`config.mk`:
```
export PLATFORM = sky130hd
export DESIGN_NAME = irq_controller
export DESIGN_NICKNAME = d
export VERILOG_FILES = /design/src/rtl/irq_controller_pkg.sv /design/src/rtl/irq_prio_enc.sv /design/src/rtl/irq_controller.sv
export SDC_FILE = /design/constraint.sdc
export NUM_CORES = 1
export LEC_CHECK = 0
export CAP_MARGIN = 20
export CORE_ASPECT_RATIO = 1.75
export CORE_MARGIN = 4
export CORE_UTILIZATION = 24
export DETAILED_ROUTE_END_ITERATION = 10
export GPL_TIMING_DRIVEN = 0
export PLACE_DENSITY = 0.55
export SLEW_MARGIN = 25
export SYNTH_ARGS = -nofsm -noshare
export SYNTH_HDL_FRONTEND = slang
export SYNTH_SLANG_ARGS = --single-unit
export TNS_END_PERCENT = 20
```
`constraint.sdc`:
```
create_clock -name clk -period 2.2 [get_ports clk]
set_input_delay 0.44 -clock clk [delete_from_list [all_inputs] [get_ports clk]]
set_output_delay 0.44 -clock clk [all_outputs]
set_load 0.05 [all_outputs]
```
`src/rtl/irq_controller_pkg.sv`:
```
// Shared definitions for the IO interrupt controller: FSM state codes, default sizing, source map.
package irq_controller_pkg;

  localparam int DEF_N_SOURCES = 8;
  localparam int DEF_ID_W      = 3;

  localparam logic [1:0] S_IDLE   = 2'd0;
  localparam logic [1:0] S_ASSERT = 2'd1;
  localparam logic [1:0] S_GAP    = 2'd2;

  localparam int IRQ_TIMER1 = 0;
  localparam int IRQ_TIMER2 = 1;
  localparam int IRQ_UART   = 2;
  localparam int IRQ_GPIO   = 3;

endpackage

```
`src/rtl/irq_prio_enc.sv`:
```
// Combinational lowest-index-wins priority encoder over the eligible interrupt set.
module irq_prio_enc #(
  parameter int N_SOURCES = 8,
  parameter int ID_W      = 3
) (
  input  logic [N_SOURCES-1:0] eligible,
  output logic [ID_W-1:0]      id,
  output logic                 any
);

  always_comb begin
    id  = '0;
    any = |eligible;
    // Scan downward so the lowest set index is the last one written.
    for (int i = N_SOURCES - 1; i >= 0; i--) begin
      if (eligible[i]) id = ID_W'(i);
    end
  end

endmodule

```
`src/rtl/irq_controller.sv`:
```
// Edge-detecting, maskable, fixed-priority interrupt controller with explicit CPU acknowledge.
module irq_controller
  import irq_controller_pkg::*;
#(
  parameter int N_SOURCES = DEF_N_SOURCES,
  parameter int ID_W      = DEF_ID_W
) (
  input  logic                 clk,
  input  logic                 reset,
  input  logic [N_SOURCES-1:0] irq_in,
  input  logic                 mask_we,
  input  logic [N_SOURCES-1:0] mask_data,
  input  logic                 int_ack,
  output logic                 int_out,
  output logic [ID_W-1:0]      int_id,
  output logic [N_SOURCES-1:0] pending_out,
  output logic [N_SOURCES-1:0] mask_out
);

  logic [1:0]           state_q, state_d;
  logic [N_SOURCES-1:0] irq_prev_q, irq_prev_d;
  logic [N_SOURCES-1:0] pending_q, pending_d;
  logic [N_SOURCES-1:0] mask_q, mask_d;
  logic [ID_W-1:0]      int_id_q, int_id_d;

  logic [N_SOURCES-1:0] irq_edge;
  logic [N_SOURCES-1:0] ack_clr;
  logic [N_SOURCES-1:0] eligible;
  logic [ID_W-1:0]      sel_id;
  logic                 sel_any;
  logic                 ack_acc;

  assign eligible = pending_q & ~mask_q;
  assign ack_acc  = (state_q == S_ASSERT) && int_ack;

  irq_prio_enc #(
    .N_SOURCES(N_SOURCES),
    .ID_W     (ID_W)
  ) u_prio_enc (
    .eligible(eligible),
    .id      (sel_id),
    .any     (sel_any)
  );

  always_ff @(posedge clk) begin
    if (!reset) begin
      state_q    <= S_IDLE;
      irq_prev_q <= '0;
      pending_q  <= '0;
      mask_q     <= '0;
      int_id_q   <= '0;
    end else begin
      state_q    <= state_d;
      irq_prev_q <= irq_prev_d;
      pending_q  <= pending_d;
      mask_q     <= mask_d;
      int_id_q   <= int_id_d;
    end
  end

  // Applying the ack clear before OR-ing in edges makes a same-cycle re-trigger win.
  always_comb begin
    irq_prev_d = irq_in;
    irq_edge   = irq_in & ~irq_prev_q;
    ack_clr    = ack_acc ? ({{(N_SOURCES-1){1'b0}}, 1'b1} << int_id_q) : '0;
    pending_d  = (pending_q & ~ack_clr) | irq_edge;
    mask_d     = mask_we ? mask_data : mask_q;
  end

  always_comb begin
    state_d = state_q;
    case (state_q)
      S_IDLE:   if (sel_any) state_d = S_ASSERT;
      S_ASSERT: if (int_ack) state_d = S_GAP;
      S_GAP:    state_d = S_IDLE;
      default:  state_d = S_IDLE;
    endcase
  end

  always_comb begin
    int_out  = (state_q == S_ASSERT);
    int_id_d = int_id_q;
    if (state_q == S_IDLE && sel_any) int_id_d = sel_id;
  end

  assign int_id      = int_id_q;
  assign pending_out = pending_q;
  assign mask_out    = mask_q;

endmodule

```
Word level (Yosys, flattened, before mapping)
Cells that the tools add are included.
W data, S select, Z words.

word-level totals
  bits of input ports = 20
  register bits = 29
  output and inout bits = 20
  word-level logic and storage cells = 33

cells by class
  bitwise gates (word level) = 7
  equal/unequal tests = 3
  reduce and logical (&&, ||, !) cells = 5
  muxes and demuxes = 12
  shifts and indexed selects = 1

operator list
  operator               number
  $and A8 B8 Y8          3
  $mux W3                8
  $not A8 Y8             3
  $mux W8                1
  $or A8 B8 Y8           1
  $reduce_or A8 Y1       1
  $shl A1 B3 Y8 const A  1
  $mux W2                2
  $ne A2 B2 Y1 const B   2
  $pmux W2 S2            1
  $eq A2 B1 Y1 const B   1
  $logic_and A1 B1 Y1    2
  $logic_not A2 Y1       1
  $reduce_and A2 Y1      1

Depth between registers and ports, before layout
Gate-level depths: netlist (run 1).

  depth in word-level cells = 10
  mapped depth = 4
  mapped depth without buffers = 4

Cells and area by module
Synthesis (run 1) repeated with hierarchy kept, for this count alone.

second synthesis, totals
  cell total of the unflattened synthesis = 123
  area total of the unflattened synthesis = 1,119.8 um^2

by module, submodules not included
  module          seq. area each (um^2)  cells each  instances  area an instance (um^2)
  irq_controller  580.6                  110         1          1,038.5
  irq_prio_enc    0.0                    13          1          81.3

Worst setup path before layout (run 1)
No wires, ideal clock.

  kind = register to register
  start point = register mask_q[7] (netlist: mask_out[7])
  end point = register state_q[0]
  period minus slack after synthesis = 1.537 ns
  library setup time = 0.115 ns
  path slack = 0.663 ns
  path buffers = 0
  stages on the path, launching flop included = 5
  data arrival time = 1.422 ns
  data required time = 2.085 ns
  path through = dfxtp_1 -> nor2b_4 -> a2111oi_4 -> a31oi_1 -> o21a_1

between the ends
  cells in the longest elaborated chain, start to end = 5

RTL lines
  item                         RTL line              source
  start, declared              irq_controller.sv:23  logic [N_SOURCES-1:0] mask_q, mask_d;
  start signal, assigned       irq_controller.sv:56  mask_q <= mask_d;
  $not A8 Y8                   irq_controller.sv:33  assign eligible = pending_q & ~mask_q;
  $and A8 B8 Y8                irq_controller.sv:33
  $reduce_or A8 Y1             irq_prio_enc.sv:13    any = |eligible;
  $ne A2 B2 Y1 (no line)       -
  $reduce_and A2 Y1 (no line)  -
  end signal, assigned         irq_controller.sv:53  state_q <= state_d;
  end, declared                irq_controller.sv:20  logic [1:0] state_q, state_d;

Every way passes these cells.
A chain may end at the register's enable or synchronous reset.

Worst setup path in the final report (run 1)
  start point = register state_q[1]
  end point = output int_out

between the ends
  cells in the longest elaborated chain, start to end = 1

RTL lines
  item           RTL line              source
  $eq A2 B1 Y1   irq_controller.sv:81  int_out = (state_q == S_ASSERT);
  end, declared  irq_controller.sv:14  output logic int_out,

Every way passes these cells.

==> impl_results.md, run 1 <==
* Outcome: completed
* Chip width at 62.0 um
* Synthesized Nets at 143
* Busiest grt layer: met2
* Cell taking the most area after synthesis: dfxtp_1
* Initial antenna violation count at 0
* Met2 usage at 0.173
* Sequential power share at 0.443
* Unrepaired setup endpoints after global routing: no
* Overflow after GRT at 0
* Postcts setup bufs at 0
* Largest net degree at the start of global routing at 11
* Synth top cells by count: dfxtp_1 (29), nand2b_1 (14), nor2b_1 (11), and2_1 (10)
* Met1 Use GR at 0.113
* Die Ht at 102 um
* Post-synth top area share at 0.474
* Crit path launch type: flip-flop
* Critical Path Sink Type: output pin
* WP data required at 1760 ps
* Post-cts hold buffer count at 0
* Core Rows at 34
* Fin nets at 187
* Endpoints failing setup at 0
* Top Ports at 40
* Fin crit period at 2100 ps
* Routability cong. at 0.784
* Area Overhead vs Synth at 42.5%
* Synth Register Bits at 29
* Top area cells in the synthesized netlist: dfxtp_1 (47%), nand2b_1 (7.2%), mux2i_1 (6.5%)
* Most frequent cell after synthesis: dfxtp_1
* Max Buffers Root-to-Sink at 2
* Yosys cell types at 32
* DRC Markers at 0
* N_diodes at 0
* NetSw at 431 uW
* First-pass GRT wire length at 4950 um
* Via count at 1020
* Initial cell density of the core at 0.246
* Fmax at 475 MHz
* Layout cell share with drive strength beyond 1 at 0.0774
* Top FF cell, synth: dfxtp_1
* Post-synth ARST share at 0
* Register area share after synthesis at 0.474
* Via density at 4.59
* Num CTS Buffers at 5
* Die area at 0.00635 sq mm
* Iteration-0 DRC Markers at 33
* Port Buffers at 37
* Root buffer cell: clkbuf_8
* Routed wire per std cell at 13.9 um
* CP max FO at 5
* Reg clk slew, reported paths at 70 ps
* Lkg Pwr at 0.659 nW
* Hold Fails Final Rpt at 0
* H-tree Lvls at 2
* CTS tree: yes
* YS warnings at 0
* Post-Route Skew at 7.32 ps
* Placeable core area at 0.00498 sq mm
* Detailed Place HPWL at 2420 um
* Critical path type: reg2out
* Switching share of power at 0.317
* Met3 Use GR at 0.0392
* Vias in the first global route at 1105
* Worst slew margin at 0.662
* Routed Wire Length at 3080 um
* Total global-route track usage at 0.106
* Clk network pwr share at 0.303
* Internal power at 930 uW
* Max Cap Viol at 0
* Antenna Violating Nets Remaining at 0
* Slew Limit Fails at 0
* DRT Pass-1 Iters at 4
* PwrDens at 781 mW/mm^2
* Synth Instances at 123
* Clk_lat worst skew at 280 ps
* Resized cells post-CTS at 0
* Fin crit share at 0.956
* Combinational power share at 0.254
* Clock Sink Count at 29
* Least-Margin Pin Slew at 505 ps
* Crit path DAT at 1660 ps
* Number of enable flip-flop cells after synthesis at 0
* Peak VDD IR at 420 uV
* Mean Syn Cell Area at 9.95 sq um
* Fillers at 525
* Setup TNS at 0 ps
* Synth Cell Area at 0.00122 sq mm
* Worst Hold Class: reg2reg
* Total Power at 1.36 mW
==> layer usage <==
metal / vias to the layer above / share of wire
li1: 513 / -
met1: 461 / 0.39
met2: 36 / 0.52
met3: 10 / 0.060
met4: 0 / 0.031
met5: - / 0
==> worst paths after layout <==
kind,startpoint,end,slack (ps),cells after the start
max reg2reg,mask_out[7],state_q[0],860,4
min,irq_prev_q[2],pending_out[2],490,2
max,state_q[1],int_out,100,2
min reg2reg,irq_prev_q[2],pending_out[2],490,2
==> kinds of logic (layout without fill, tap and decap cells) <==
kind of cell | after synthesis | after routing | synth area share
buffers and inverters | 7 | 52 | 0.0225
flip-flops | 29 | 29 | 0.474
AND/OR/NAND/NOR | 50 | 50 | 0.258
AO/OA/AOI/OAI | 29 | 29 | 0.180
multiplexers | 8 | 8 | 0.0654
==> stage by stage <==
step | utilization | hold WS (ps) | std cells | instance area, sq um | setup slack [ps]
final | 0.350 | 492 | 222 | 1740 | 96.4
after global routing | 0.350 | 525 | 222 | 1740 | 20.7
after CTS | 0.350 | 493 | 222 | 1740 | 77.1
after detailed placement | 0.334 | 484 | 214 | 1660 | 401
after global placement | 0.334 | 479 | 214 | 1660 | 406
after floorplan | - | 470 | 123 | 1220 | 663
==> final cells by class <==
class / count / area [sq um] / share of cell area
Clock buffer: 6 / 72.6 / 0.0416
Multi-Input combinational cell: 87 / 616 / 0.353
Tap cell: 54 / 67.6 / 0.0387
Timing Repair Buffer: 37 / 370 / 0.212
Sequential cell: 29 / 581 / 0.333
Inverter: 3 / 11.3 / 0.00646
Buffer: 4 / 16.3 / 0.00933
Clock inverter: 2 / 10.0 / 0.00574
==> cell usage in the layout, fill, tap and decap left out, types with 4 or more instances in the layout <==
| cell | Yosys | layout |
|---|---|---|
| dfxtp_1 | 29 | 29 |
| mux2i_1 | 8 | 8 |
| and2_1 | 10 | 10 |
| a21boi_0 | 8 | 8 |
| clkdlybuf4s50_1 | 0 | 37 |
| a21oi_1 | 4 | 4 |
| clkbuf_8 | 0 | 5 |
| o21ai_0 | 6 | 6 |
| clkbuf_1 | 3 | 4 |
| nor2b_1 | 11 | 11 |
| nand2b_1 | 14 | 14 |
==> sequential cells by signal, summed over array words and instances, names as in the netlist <==
name / count
irq_prev_q: 8
mask_out: 8
pending_out: 8
int_id: 3
state_q: 2
==> critical path, cell delays in order (launching register included) <==
cell and delay (ps):
dfxtp_1 310, and2b_1 250, clkdlybuf4s50_1 820
==> power groups by stage <==
stage          sequential (mW)  clock, mW  combinational, mW
2_1_floorplan            0.703          0              0.129
4_1_cts                  0.604      0.431              0.349
6_report                 0.604      0.413              0.345
3_3_place_gp             0.615          0              0.342
5_1_grt                  0.609      0.461              0.366
3_5_place_dp             0.615          0              0.346
Note: power is estimated with default switching activity, not from simulation.
==> run 2: changes to the inputs <==
==> constraint.sdc (replaced) <==
create_clock -name clk -period 2 [get_ports clk]
set_input_delay 0.4 -clock clk [delete_from_list [all_inputs] [get_ports clk]]
set_output_delay 0.4 -clock clk [all_outputs]
set_load 0.05 [all_outputs]
==> impl_results.md, run 2 (synthesized netlist as in run 1, its figures left out) <==
* Critical path type: reg2out
* Total Power at 1.49 mW
* Pre-CTS setup slack at 241 ps
* Overflow after GRT at 0
* Lkg Pwr at 0.673 nW
* Switching share of power at 0.318
* Slew Limit Fails at 0
* Placed inst area at 0.00166 sq mm
* Max Cap Viol at 0
* Worst slew margin at 0.664
* Placed insts at 214
* Critical-path cell list: clkdlybuf4s50_1
* Least-Margin Pin Slew at 503 ps
* Worst reg2reg startpoint: mask_out[7]
* Iteration-0 DRC Markers at 33
* Antenna Violating Nets Remaining at 0
* Reg2reg end: state_q[0]
* Hold wc startpoint: irq_prev_q[2]
* Routability cong. at 0.784
* Endpoints failing setup at 0
* Peak VDD IR at 455 uV
* Clk network pwr share at 0.304
* Initial cell density of the core at 0.246
* CP bufs+invs at 1
* Reg clk slew, reported paths at 70 ps
* WHS at 492 ps
* Reg-to-reg slack, setup at 660 ps
* Num CTS Buffers at 5
* Outcome: completed
* DRC Markers at 0
* Top Ports at 40
* Post-cts hold buffer count at 0
* H-tree Lvls at 2
* Port Buffers at 37
* Placeable core area at 0.00498 sq mm
* Via density at 4.59
* CTS tree: yes
* CP max FO at 4
* Crit path launch type: flip-flop
* Unrepaired setup endpoints after global routing: no
* Die Ht at 102 um
* Detailed Place HPWL at 2420 um
* Chip width at 62.0 um
* Stages on worst setup path at 1
* Worst Hold Class: reg2reg
* Total global-route track usage at 0.106
* Via count at 1020
* N_diodes at 0
* Hold Path Depth at 2
* Root buffer cell: clkbuf_8
* Setup ws final at 58.6 ps
* Resized cells post-CTS at 4
* Fin crit period at 1940 ps
* CP delay by family, top: buffers and inverters
* NetSw at 474 uW
* Clk_lat worst skew at 280 ps
* Reg2reg path depth at 4
* Postcts setup bufs at 0
* Sequential power share at 0.446
* First-pass GRT wire length at 4950 um
* Core Rows at 34
* Worst path max stage delay at 840 ps
* Layout cell share with drive strength beyond 1 at 0.0774
* Area Overhead vs Synth at 42.1%
* Most frequent cells in the layout: clkdlybuf4s50_1 (33), dfxtp_1 (29), nand2b_1 (14)
* Critical path's slowest cell: clkdlybuf4s50_1
* Post-Route Skew at 7.92 ps
* Fin area at 0.00174 sq mm
* Routed wire per std cell at 13.9 um
* Die area at 0.00635 sq mm
* Fin crit share at 0.971
* Largest net degree at the start of global routing at 11
* Clock Sink Count at 29
* Vias in the first global route at 1105
* WP data required at 1600 ps
* Routed Wire Length at 3090 um
* Hold Fails Final Rpt at 0
* Fin nets at 187
* Commonest non-fill, non-tap cell in the layout: clkdlybuf4s50_1
* Crit path DAT at 1540 ps
* Internal power at 1.02 mW
* Fin util at 0.349
* Fmax at 515 MHz
* Setup TNS at 0 ps
* Max Buffers Root-to-Sink at 2
* PwrDens at 857 mW/mm^2
* Critical Path Sink Type: output pin
* DRT Pass-1 Iters at 4
* Initial antenna violation count at 0
* Hold Path End: pending_out[2]
* Combinational power share at 0.250
* Final Non-Filler Cells at 222
## run 2: worst max path at each step
stage                      from           to  slack [ps]
global placement     state_q[1]      int_out         250
CTS                 mask_out[7]  mask_out[7]          40
detailed placement   state_q[1]      int_out         240
global route        mask_out[7]  mask_out[7]           5
floorplan           mask_out[7]   state_q[0]         460
finish              mask_out[7]  mask_out[7]          60
## run 2: power by group through the flow
stage          sequential (mW)  clock (mW)  combinational (mW)
2_1_floorplan            0.773           0               0.142
3_3_place_gp             0.676           0               0.376
3_5_place_dp             0.676           0               0.380
4_1_cts                  0.665       0.474               0.376
5_1_grt                  0.670       0.507               0.396
6_report                 0.664       0.454               0.372
## run 2: layout make-up
cell class                      count  area (sq um)
Fill cell                         528          3240
Clock inverter                      2          10.0
Multi-Input combinational cell     87           616
Clock buffer                        6          72.6
Tap cell                           54          67.6
Buffer                              4          16.3
Sequential cell                    29           581
Timing Repair Buffer               37           365
Inverter                            3          11.3
## run 2: metal layers
metal  vias up  global-route usage  routed length (um)
met5         -                   0                   0
met3        10              0.0392                 187
met2        38               0.173                1600
met1       459               0.113                1210
li1        513                   -                   -
met4         0              0.0572                  95
==> run 3: changes to the inputs <==
--- a/config.mk
+++ b/config.mk
@@ -12,7 +12,6 @@
 export DETAILED_ROUTE_END_ITERATION = 10
 export GPL_TIMING_DRIVEN = 0
 export PLACE_DENSITY = 0.55
-export SLEW_MARGIN = 25
 export SYNTH_ARGS = -nofsm -noshare
 export SYNTH_HDL_FRONTEND = slang
 export SYNTH_SLANG_ARGS = --single-unit
==> results of run 3 <==
Same layout as run 2: the final DEF is identical, and so are final timing and power.
